==> src/rtl/rotate_aligner.sv <==
// rotate_aligner: rotates a misaligned word one bit per cycle until it
// matches a reference pattern. The realigned word and the rotation count
// are then offered over a valid/ready handshake.
module rotate_aligner #(
   parameter int WIDTH = 8,
   parameter int CW    = $clog2(WIDTH)
) (
   input  logic             clk,
   input  logic             rst,
   input  logic             in_valid,
   output logic             in_ready,
   input  logic [WIDTH-1:0] data_in,
   input  logic [WIDTH-1:0] pattern,
   input  logic             dir,
   output logic             out_valid,
   input  logic             out_ready,
   output logic [WIDTH-1:0] aligned,
   output logic [CW-1:0]    shift_amt,
   output logic             found
);

   typedef enum logic [1:0] {
      IDLE,
      SEARCH,
      DONE
   } state_t;

   // Last rotation count worth testing; one more step would wrap back to the start.
   localparam logic [CW-1:0] LAST = CW'(WIDTH - 1);

   state_t           state;
   logic [WIDTH-1:0] work;
   logic [WIDTH-1:0] orig;
   logic [WIDTH-1:0] pat;
   logic             dir_q;
   logic [CW-1:0]    count;
   logic [WIDTH-1:0] rotated;

   // Handshake flags follow directly from the registered state.
   assign in_ready  = (state == IDLE);
   assign out_valid = (state == DONE);

   // Next candidate alignment: one bit in the direction captured at acceptance.
   always_comb begin
      rotated = work;
      if (dir_q) begin
         rotated = {work[0], work[WIDTH-1:1]};
      end else begin
         rotated = {work[WIDTH-2:0], work[WIDTH-1]};
      end
   end

   // Control FSM: capture the request, test one rotation per cycle, then hold the result until taken.
   always_ff @(posedge clk or posedge rst) begin
      if (rst) begin
         state     <= IDLE;
         work      <= '0;
         orig      <= '0;
         pat       <= '0;
         dir_q     <= 1'b0;
         count     <= '0;
         aligned   <= '0;
         shift_amt <= '0;
         found     <= 1'b0;
      end else begin
         case (state)
            IDLE: begin
               if (in_valid) begin
                  work  <= data_in;
                  orig  <= data_in;
                  pat   <= pattern;
                  dir_q <= dir;
                  count <= '0;
                  state <= SEARCH;
               end
            end
            SEARCH: begin
               if (work == pat) begin
                  aligned   <= work;
                  shift_amt <= count;
                  found     <= 1'b1;
                  state     <= DONE;
               end else if (count == LAST) begin
                  aligned   <= orig;
                  shift_amt <= '0;
                  found     <= 1'b0;
                  state     <= DONE;
               end else begin
                  work  <= rotated;
                  count <= count + 1'b1;
               end
            end
            DONE: begin
               if (out_ready) begin
                  state <= IDLE;
               end
            end
            default: begin
               state <= IDLE;
            end
         endcase
      end
   end

endmodule

==> config.mk <==
export PLATFORM = sky130hd
export DESIGN_NAME = rotate_aligner
export DESIGN_NICKNAME = d
export VERILOG_FILES = /design/src/rtl/rotate_aligner.sv
export SDC_FILE = /design/constraint.sdc
export NUM_CORES = 1
export LEC_CHECK = 0
export CAP_MARGIN = 0
export CORE_MARGIN = 1.5
export CORE_UTILIZATION = 35
export DETAILED_ROUTE_END_ITERATION = 8
export GPL_TIMING_DRIVEN = 0
export MAX_ROUTING_LAYER = met4
export REMOVE_ABC_BUFFERS = 1
export SYNTH_ARGS = -nofsm -noshare
export SYNTH_HDL_FRONTEND = slang
export SYNTH_SLANG_ARGS = --single-unit
==> constraint.sdc <==
create_clock -name clk -period 1.8 [get_ports clk]
set_input_delay 0.27 -clock clk [delete_from_list [all_inputs] [get_ports clk]]
set_output_delay 0.27 -clock clk [all_outputs]
set_load 0.03 [all_outputs]
# Yosys cells after proc, flatten, opt, wreduce, memory -nomap -nowiden
# Cells that the tools add are included.
[classes]
eq_ne = 9
bitwise_logic = 0
mux = 20
add_sub_neg = 1
reduce_logical = 7
multipliers = 0
div = 0
order_cmp = 0
n_shift = 0
[ops]
columns = ["operator", "n"]
rows = [
  ["2-to-1 mux 8 bit", 6],
  ["case mux 8 bit (2 select lines)", 1],
  ["2-to-1 mux 3 bit", 5],
  ["equality test 8 bit", 1],
  ["2-to-1 mux 2 bit", 4],
  ["inequality test 2 bit (second input constant)", 3],
  ["case mux 2 bit (3 select lines)", 1],
  ["case mux 3 bit (2 select lines)", 1],
  ["AND reduction 2 bit", 2],
  ["AND reduction 4 bit", 1],
  ["nonzero test 2 bit", 2],
  ["adder 3 x 1 -> 3 bit (second input constant)", 1],
  ["equality test 3 bit (second input constant)", 1],
  ["inequality test 3 bit (second input constant)", 1],
  ["AND reduction 3 bit", 1],
  ["equality test 2 x 1 -> 1 bit (second input constant)", 1],
  ["equality test 2 bit (second input constant)", 1],
  ["logical NOT 2 bit", 1],
  ["2-to-1 mux 1 bit", 2],
  ["inequality test 2 x 1 -> 1 bit (second input constant)", 1],
]
[totals]
ram_bits = 0
mem_count = 0
register_bits = 42
latch_bits = 0
inputBits = 21
mem_bits_ro = 0

# Longest topological paths before layout
[logic_depth]
word_depth = 4
mapped_depth = 7

# Worst setup path before layout
# OpenSTA, ideal clock, no wires.
[synth_path]
path_type = "register to register"
startpoint = "register state[0]"
endpoint = "register work[4]"
setup_slack_ns = 0.075
required_ns = 1.713
path_stages_with_launch = 6
path_buffers = 1
arrival_ns = 1.639
cell_sequence = "dfrtp_1 nor2_1 and2_0 clkbuf_1 nand2_1 o211ai_1"
[synth_between]
elab_chain_cells = 3
[synth_rtl]
columns = ["item", "line_no", "source"]
rows = [
  ["from (decl)", "31", "state_t state;"],
  ["from (signal assigned)", "56", "state <= IDLE;"],
  ["from (signal assigned)", "74", "state <= SEARCH;"],
  ["from (signal assigned)", "82", "state <= DONE;"],
  ["logical NOT 2 bit *", "-", ""],
  ["named net in_ready", "11", "output logic in_ready,"],
  ["inequality test 2 bit (no line) or nonzero test 2 bit (tied branches)", "-", ""],
  ["AND reduction 4 bit (no line)", "-", ""],
  ["to (signal assigned)", "69", "work <= data_in;"],
  ["to (signal assigned)", "89", "work <= rotated;"],
  ["to (decl)", "32", "logic [WIDTH-1:0] work;"],
]
# The timed path passes the listed nets; every way through them passes the cells marked *.
# A chain may end at the register's enable or synchronous reset.

# Worst setup path after layout
[layout_path]
startpoint = "register work[0]"
endpoint = "register state[0]"
[layout_between]
elab_chain_cells = 3
[layout_rtl]
columns = ["item", "line_no", "source"]
rows = [
  ["equality test 8 bit *", "78", "if (work == pat) begin"],
  ["inequality test 3 bit (no line) or 2-to-1 mux 2 bit (tied branches)", "-", ""],
  ["AND reduction 3 bit (no line) or case mux 2 bit (3 select lines) (tied branches)", "-", ""],
  ["to (signal assigned)", "74", ""],
  ["to (signal assigned)", "82", ""],
  ["to (signal assigned)", "87", "state <= DONE;"],
]
# Every way passes the cells marked *; elsewhere a longest branch is shown, timed or not.

==> results by group <==
Place
  – Post-DP HPWL: 3330 µm
  – Routability cong.: 0.739
  – Inst Count DP: 338
  – Pre-CTS setup slack: -516 ps
  – Port Buffers: 34

Outcome
  – Status: finished, final reports clean

STA
  – Final worst slack: 91.3 ps
  – Final setup fails: 0
  – Unrepaired setup endpoints after global routing: no
  – Final Skew: 10.0 ps
  – Fin crit share: 0.949
  – Relative slew slack: 0.564
  – Worst slew pin tran: 651 ps
  – Worst hold slack: 257 ps
  – Min Tclk post-route: 1710 ps
  – Final hold viol count: 0
  – Fmax: 585 MHz
  – Slew Viols, Final: 0

Setup path
  – Crit path largest cell delay: 480 ps
  – Critical-path cell list: xnor2_1 -> and4_2 -> a211oi_4 -> buf_4 -> or2_2
  – CP max stage cell: dfrtp_1
  – Crit start category: flop
  – Crit end category: flop
  – Worst-path maximum fanout: 6
  – Worst path required time: 1970 ps
  – Critical path type: flop to flop
  – Worst Path Arrival: 1880 ps

Power
  – Pwr Density: 1810 mW/mm²
  – Worst vdd ir: 0.637 mV
  – Leak: 1.22 nW

Synth
  – Ranking of synthesized cells by area: dfrtp_1 (48%), nand2_1 (13%), o211ai_1 (5.4%)
  – Sequential-to-total area share from yosys stat: 0.475
  – Post-synth EDFFs: 0
  – Top-count cell post-synth: nand2_1
  – Synth top area share: 0.475
  – Avg Inst Size Synth: 9.10 µm²
  – Synth unique cells: 27
  – Area leader, netlist: dfrtp_1
  – Synth top cells by count: nand2_1 (77), dfrtp_1 (42), o211ai_1 (16), clkbuf_1 (11), mux2i_1 (11)
  – Synth warnings: 0
  – Post-Syn Instances: 243
  – Post-synth ARST share: 1.00
  – Synth Flop Type: dfrtp_1
  – Mapped Area: 0.00221 mm²
  – Yosys reg bits: 42

Floorplanning
  – Initial Util: 0.367
  – Die Wd: 82.5 µm
  – Cell Rows: 28
  – Core area: 0.00603 mm²
  – Die Y: 82.5 µm
  – Ports: 35
  – Die ar.: 0.00680 mm²

Routing
  – Vias per cell: 5.20
  – DR DRC count: 0
  – Routed Antenna Nets: 0
  – WL/cell: 14.8 µm
  – Pre-antenna DRT Iters: 4
  – DR iter-0 viols: 104
  – Via count: 1825
  – Final WL: 5200 µm

Global route
  – GRT Resource Usage Total: 0.171
  – First-pass GRT wire length: 8470 µm
  – Largest net degree at the start of global routing: 31
  – Initial antenna violation count: 0
  – Vias in the first global route: 1726
  – Gr ovfl total: 0

Cells and area
  – Synthesis-to-finish area growth: 24.2%
  – Final nets: 298
  – Layout cell share with drive strength beyond 1: 0.0870
  – N_diodes: 0
  – Core Util, Final: 0.456
  – Final non-filler cell total: 351

Clock tree
  – Clk sinks: 42
  – Number of buffers created by CTS: 5
  – Clk slew on worst S/H paths: 80 ps
  – Post-CTS Hold Buffers: 0
  – CTS tree: built
  – Skew-Pair Late Insertion Delay: 290 ps
  – Htree depth: 2
  – CTS Buffer Depth: 2
  – Root buffer cell: clkbuf_8

Run
  – Max-cap viol count: 0

Worst hold path
  – Hold WC Path Type: input pin to asynchronous set/reset pin
==> through the flow <==
| step | area [µm²] | setup TNS (ps) | power (mW) |
|---|---|---|---|
| floorplan | 2130 | -209 | 3.42 |
| global placement | 2560 | -26250 | 4.10 |
| detailed placement | 2580 | -10870 | 4.17 |
| CTS | 2720 | 0 | 4.93 |
| global route | 2750 | 0 | 5.36 |
| finish | 2750 | 0 | 4.96 |
==> registers in the layout, summed over array words and instances (netlist names) <==
| register | count |
|---|---|
| aligned | 8 |
| count | 3 |
| dir_q | 1 |
| found | 1 |
| orig | 8 |
| pat | 8 |
| shift_amt | 3 |
| state | 2 |
| work | 8 |
==> cells in the final DEF, fill, tap and decap left out, types with 5 or more instances in the layout <==
| cell type | netlist | layout |
|---|---|---|
| dfrtp_1 | 42 | 42 |
| clkbuf_8 | 0 | 6 |
| o211ai_1 | 16 | 16 |
| o22ai_1 | 8 | 8 |
| nand2_1 | 77 | 75 |
| buf_4 | 0 | 5 |
| nor3_1 | 9 | 8 |
| nor2b_1 | 10 | 9 |
| xnor2_1 | 8 | 8 |
| mux2i_1 | 11 | 11 |
| and3_1 | 8 | 8 |
| clkdlybuf4s50_1 | 0 | 32 |
| o21ai_0 | 8 | 8 |
==> worst paths after layout <==
kind	startpoint	to	slack, ps	depth (start not counted)
setup / recovery	work[0]	state[0]	90	5
hold / removal	rst	orig[4]	260	2
min in group clk	orig[5]	orig[5]	470	2
hold reg to reg	orig[5]	orig[5]	470	2
max in group asynchronous	rst	pat[4]	1080	3
setup reg to reg	work[0]	state[0]	90	5
==> critical path: cells and delay by family, from the launching register on <==
kind | cells | cell delay (ps)
AO/OA/AOI/OAI | 1 | 90
XOR/XNOR | 1 | 220
buffers and inverters | 1 | 170
flip-flops | 1 | 480
AND/OR/NAND/NOR | 2 | 620
==> report_power, final <==
group          switching, mW  leakage [nW]  internal, mW
Sequential             0.430         0.488          1.35
Combinational           1.45         0.687          1.10
Clock                  0.318        0.0482         0.310
Total                   2.20          1.22          2.76
==> logic make-up after synthesis <==
family | after synthesis | share of synthesized area
simple gates | 119 | 0.255
compound gates | 42 | 0.134
flops | 42 | 0.475
buf+inv | 19 | 0.0430
mux | 11 | 0.0498
xor+xnor | 8 | 0.0317
fa+ha+maj | 2 | 0.0113
==> timing repair <==
action | in CTS | in global routing
hold endpoints to repair | 0 | 0
setup buffers | 5 | 0
gates resized for setup | 6 | 7
cloned | 0 | 0
endpoints found under the setup margin | 27 | 40
pin swaps | 2 | 0
==> layout make-up <==
cell class,instances,area (µm²)
Fill cell,605,3280
Tap cell,75,93.8
Clock inverter,1,5.00
Inverter,4,15.0
Multi-Input combinational cell,182,1100
Timing Repair Buffer,40,395
Clock buffer,7,86.3
Sequential cell,42,1050
==> metal layers <==
layer	track usage	wire length [µm]	vias to the layer above	part of all wire
met2	0.272	2460	35	0.47
met5	-	0	-	0
met3	0.0275	191	5	0.037
met4	0.0458	55	0	0.011
li1	-	-	900	-
met1	0.226	2500	885	0.48
Note: power is estimated with default switching activity, not from simulation.
